===== src/rtl/mvp_arbiter.sv =====
// Round-robin scheduler sharing one 4x4 matrix-vector engine among NUM_REQ requesters.
// Grant to rsp_valid is engine latency + 2 cycles; each stage holds until its handshake, and a watchdog latches err.
module mvp_arbiter #(
   parameter int NUM_REQ        = 4,
   parameter int DW             = 16,
   parameter int TIMEOUT_CYCLES = 255
) (
   input  logic                       clk,
   input  logic                       rst,
   input  logic [NUM_REQ-1:0]         req_valid,
   output logic [NUM_REQ-1:0]         req_ready,
   input  logic [NUM_REQ*16*DW-1:0]   req_mat,
   input  logic [NUM_REQ*4*DW-1:0]    req_vec,
   output logic [NUM_REQ-1:0]         rsp_valid,
   input  logic [NUM_REQ-1:0]         rsp_ready,
   output logic [4*DW-1:0]            rsp_product,
   output logic                       eng_i_valid,
   input  logic                       eng_i_ready,
   output logic [16*DW-1:0]           eng_mat,
   output logic [4*DW-1:0]            eng_vec,
   input  logic                       eng_o_valid,
   output logic                       eng_o_ready,
   input  logic [4*DW-1:0]            eng_product,
   output logic                       err,
   output logic [$clog2(NUM_REQ)-1:0] owner
);

   localparam int IW = $clog2(NUM_REQ);
   localparam int WW = $clog2(TIMEOUT_CYCLES + 1);

   typedef enum logic [2:0] {
      S_IDLE   = 3'd0,
      S_ISSUE  = 3'd1,
      S_WAIT   = 3'd2,
      S_RETURN = 3'd3,
      S_ERROR  = 3'd4
   } state_t;

   state_t        state;
   logic [IW-1:0] rr_ptr;
   logic [IW-1:0] grant;
   logic          grant_vld;
   logic [WW-1:0] wd;
   logic [IW-1:0] next_ptr;

   // First valid requester at or after rr_ptr, wrapping modulo NUM_REQ.
   always_comb begin
      int idx;
      grant     = '0;
      grant_vld = 1'b0;
      idx       = 0;
      for (int i = 0; i < NUM_REQ; i++) begin
         idx = int'(rr_ptr) + i;
         if (idx >= NUM_REQ) idx = idx - NUM_REQ;
         if (!grant_vld && req_valid[IW'(idx)]) begin
            grant     = IW'(idx);
            grant_vld = 1'b1;
         end
      end
   end

   always_comb begin
      req_ready = '0;
      if (state == S_IDLE && grant_vld) req_ready[grant] = 1'b1;
   end

   always_comb begin
      rsp_valid = '0;
      if (state == S_RETURN) rsp_valid[owner] = 1'b1;
   end

   assign eng_i_valid = (state == S_ISSUE);
   assign eng_o_ready = (state == S_WAIT);
   assign next_ptr    = (owner == IW'(NUM_REQ - 1)) ? '0 : owner + IW'(1);

   always_ff @(posedge clk) begin
      if (rst) begin
         state       <= S_IDLE;
         rr_ptr      <= '0;
         owner       <= '0;
         err         <= 1'b0;
         wd          <= '0;
         eng_mat     <= '0;
         eng_vec     <= '0;
         rsp_product <= '0;
      end else begin
         case (state)
            S_IDLE: begin
               if (grant_vld) begin
                  eng_mat <= req_mat[int'(grant)*16*DW +: 16*DW];
                  eng_vec <= req_vec[int'(grant)*4*DW +: 4*DW];
                  owner   <= grant;
                  state   <= S_ISSUE;
               end
            end
            S_ISSUE: begin
               if (eng_i_ready) begin
                  wd    <= '0;
                  state <= S_WAIT;
               end
            end
            S_WAIT: begin
               wd <= wd + WW'(1);
               // A result arriving on the timeout cycle still counts as success.
               if (eng_o_valid) begin
                  rsp_product <= eng_product;
                  state       <= S_RETURN;
               end else if (wd == WW'(TIMEOUT_CYCLES)) begin
                  err   <= 1'b1;
                  state <= S_ERROR;
               end
            end
            S_RETURN: begin
               if (rsp_ready[owner]) begin
                  rr_ptr <= next_ptr;
                  state  <= S_IDLE;
               end
            end
            S_ERROR: err <= 1'b1;
            default: begin
               err   <= 1'b1;
               state <= S_ERROR;
            end
         endcase
      end
   end

endmodule


===== config.mk =====
export PLATFORM = sky130hd
export DESIGN_NAME = mvp_arbiter
export DESIGN_NICKNAME = d
export VERILOG_FILES = /design/src/rtl/mvp_arbiter.sv
export SDC_FILE = /design/constraint.sdc
export NUM_CORES = 1
export LEC_CHECK = 0
export ABC_CLOCK_PERIOD_IN_PS = 2400
export CORE_AREA = 2 2 691 693
export DETAILED_ROUTE_END_ITERATION = 8
export DIE_AREA = 0 0 693 695
export DONT_BUFFER_PORTS = 1
export MAX_ROUTING_LAYER = met4
export SLEW_MARGIN = 20
export SYNTH_ARGS = -nofsm -noshare
export SYNTH_HDL_FRONTEND = slang
export SYNTH_SLANG_ARGS = --single-unit

===== constraint.sdc =====
create_clock -name clk -period 2.4 [get_ports clk]
set_input_delay 0.6 -clock clk [delete_from_list [all_inputs] [get_ports clk]]
set_output_delay 0.6 -clock clk [all_outputs]
set_load 0.01 [all_outputs]

==> out/results.ini <==
[run_status]
outcome=finished with violations
violations=setup timing

[synth]
ys_seq_area_share_pct=29.8
yosysWarnings=0
avgSynthCellArea_um2=9.14
synth_top_family_by_area=compound AO/OA/AOI/OAI gates
synthMuxAreaShare_pct=12.1
synth_xor_xnor_area_share_pct=0
ys_seq_elements=400
synth_flop_cell=dfxtp_1
synth-compound-area-share_pct=33.6
synthArstFlopShare_pct=0
syn_inst=2942
synthSimpleGateAreaFrac_pct=17.0
synth_nets=4303
synth_area_mm2=0.0269
synthAdderAreaFrac_pct=0.233
synth_cell_types=51
synth_edf_count=0

[worst_setup_path]
cp_top_family=simple AND/OR/NAND/NOR gates
reg2reg_from=rr_ptr[0]
path_cells=or2b_1 > and4b_4 > buf_12 > buf_6 > or2_4 > and3_4
startpoint_type=flop
cp_slowest_stage_delay_ns=0.34
rr_worst_depth=9
path_buf_inv=2
critical_path.max_fanout=3
r2r_slack_ns=-0.10
cp.arrival_ns=2.25
crit_type=flop to output port
cp_slowest_cell=dfxtp_2
required_ns=1.80
r2r-end=eng_mat[64]
end_kind=output port

[floorplanning]
dieArea_mm2=0.482
ioPinCount=1753
core_mm2=0.474
initial_core_util_pct=5.67
die_w_um=693
std_cell_rows=253
die_h_um=695

[min_path]
hp-class=input port to flop
min_to=eng_mat[248]
min_path_cells=2
hold_start=req_mat[760]

[placed_design]
gp_congestion=1.04
hpwl_mm=336
placed_area_mm2=0.0370
dp_slack_ns=-0.953
port_buffers=0
placedCellCount=9312

[clocking]
cts_buffers=58
cts_tree=done
htree_levels=2
ctsLongestPathBuffers=3
cts.sinks=400
path_clk_slew_ns=0.06
clk_latency_ns=0.78
root_buffer=clkbuf_16

[global_route]
grt_max_degree=81
grt_pass1_wl_mm=429
grt_antenna_before_repair=495
first_global_vias=27341
grt-ovfl-total=0
track_usage_pct=15.0

[power_and_ir_drop]
leakage_uw=0.0155
power_density_mw_per_mm2=647
max-vdd-ir-drop_v=0.000594
p_total_uw=29700

[detailed_routing]
avgViaCountPerCell=2.95
drcViolationCount=0
antenna_left=0
drt_wl_total_mm=374
routedWlPerCell_um=36.8
dr.pass1.iters=6
first_iter_violations=2436
num_vias=30018

[sta]
fin_ws_ns=-0.448
period_minus_slack_ns=2.85
timing.hold.ws_ns=0.0843
setup_viol=61
rsz0062_at_grt=true
fmax_mhz=351
slew_headroom_pct=51.8
hold_violations=0
fin_crit_sh_pct=119
finalMaxSlewViolations=0
fin_skew_ns=0.0536
worst_pin_slew_ns=0.722

[layout]
layout_common_cells=nand2_1, dlygate4sd3_1, dfxtp_1
final_cell_area_mm2=0.0459
final_cells=10185
fin_nets=4963
synthToLayoutAreaGrowth_pct=70.9
nFillCells=54717
drive_gt1_share_pct=33.7
layout_commonest_cell=nand2_1

[job]
maxCapViolCount=0

==> synth_stat cells (5+ instances only) <==
cell type,count,area (um^2)
buf_4,27,203
and3_1,7,43.8
buf_2,138,691
clkbuf_4,26,195
a21oi_1,76,380
inv_1,7,26.3
ha_1,5,62.6
o211ai_2,198,2480
o21ai_2,298,2610
o21ai_1,22,110
o211ai_1,122,916
nor3b_1,309,2320
nor3b_2,11,138
nor3_1,6,30.0
buf_6,54,608
buf_1,9,33.8
nor2_1,21,78.8
clkbuf_1,57,214
mux2i_1,321,3210
dfxtp_1,400,8010
nand2_1,459,1720
o21a_1,320,2400
==> cells by family (layout without fill, tap and decap cells) <==
group                    count (synthesis)  count (layout)
adder cells (fa/ha/maj)                  5               5
other                                    0             289
buffers and inverters                  319            1026
AO/OA/AOI/OAI                         1051            1051
AND/OR/NAND/NOR                        844             844
flip-flops                             400             400
multiplexers                           323             323
==> flip-flops by register name (all words and copies together) (netlist names) <==
register,cells
err,1
rr_ptr,2
owner,2
eng_mat,256
state,3
eng_vec,64
rsp_product,64
wd,8
==> per-stage QoR <==
step | TNS [ns] | utilization, %
after floorplan | 0 | -
after global placement | -62.77 | 7.80
after detailed placement | -65.93 | 7.80
after CTS | -4.50 | 9.30
after global routing | -8.64 | 9.68
final | -3.29 | 9.70
==> report_power, final <==
part	internal, uW	switching (uW)
Combinational	4300	5230
Sequential	7910	2700
Clock	5390	4180
==> final cells by class <==
| type | instances | area (um^2) | area share, % |
|---|---|---|---|
| Multi-Input combinational cell | 2223 | 17800 | 38.7 |
| Clock buffer | 83 | 1680 | 3.65 |
| Antenna cell | 289 | 723 | 1.57 |
| Clock inverter | 24 | 325 | 0.708 |
| Tap cell | 6247 | 7820 | 17.0 |
| Timing Repair Buffer | 911 | 9570 | 20.8 |
| Inverter | 8 | 42.5 | 0.0926 |
| Sequential cell | 400 | 8020 | 17.5 |
==> metal layers <==
| metal | track usage, % | part of all wire [%] | vias up |
|---|---|---|---|
| li1 | - | - | 12431 |
| met1 | 15.5 | 36 | 14332 |
| met2 | 23.6 | 45 | 2358 |
| met3 | 9.02 | 14 | 897 |
| met4 | 5.18 | 4.5 | 0 |
| met5 | - | 0 | - |
==> timing repair <==
item,CTS,global route
cloned,8,10
hold buffers,396,1
pin swaps,12,7
setup buffers,29,33
gates resized for setup,131,116
endpoints found under the setup margin,123,101
hold endpoints to repair,267,1
==> worst register-to-register path, delay by kind of cell (launching register included) <==
family                 cells  cell delay (ns)
AO/OA/AOI/OAI              2             0.21
buffers and inverters      4             0.99
AND/OR/NAND/NOR            3             0.84
flip-flops                 1             0.34
==> worst max path at each step <==
stage	cells past startpoint	from	slack, ns	end
2_1_floorplan	7	req_valid[3]	0.006	req_ready[3]
3_3_place_gp	8	req_valid[3]	-0.97	eng_mat[231]
3_5_place_dp	8	req_valid[3]	-0.95	eng_mat[231]
4_1_cts	6	rr_ptr[0]	-0.57	req_ready[3]
5_1_grt	6	rr_ptr[0]	-0.52	req_ready[3]
6_report	6	rr_ptr[0]	-0.45	req_ready[3]
Note: power is estimated with default switching activity, not from simulation.
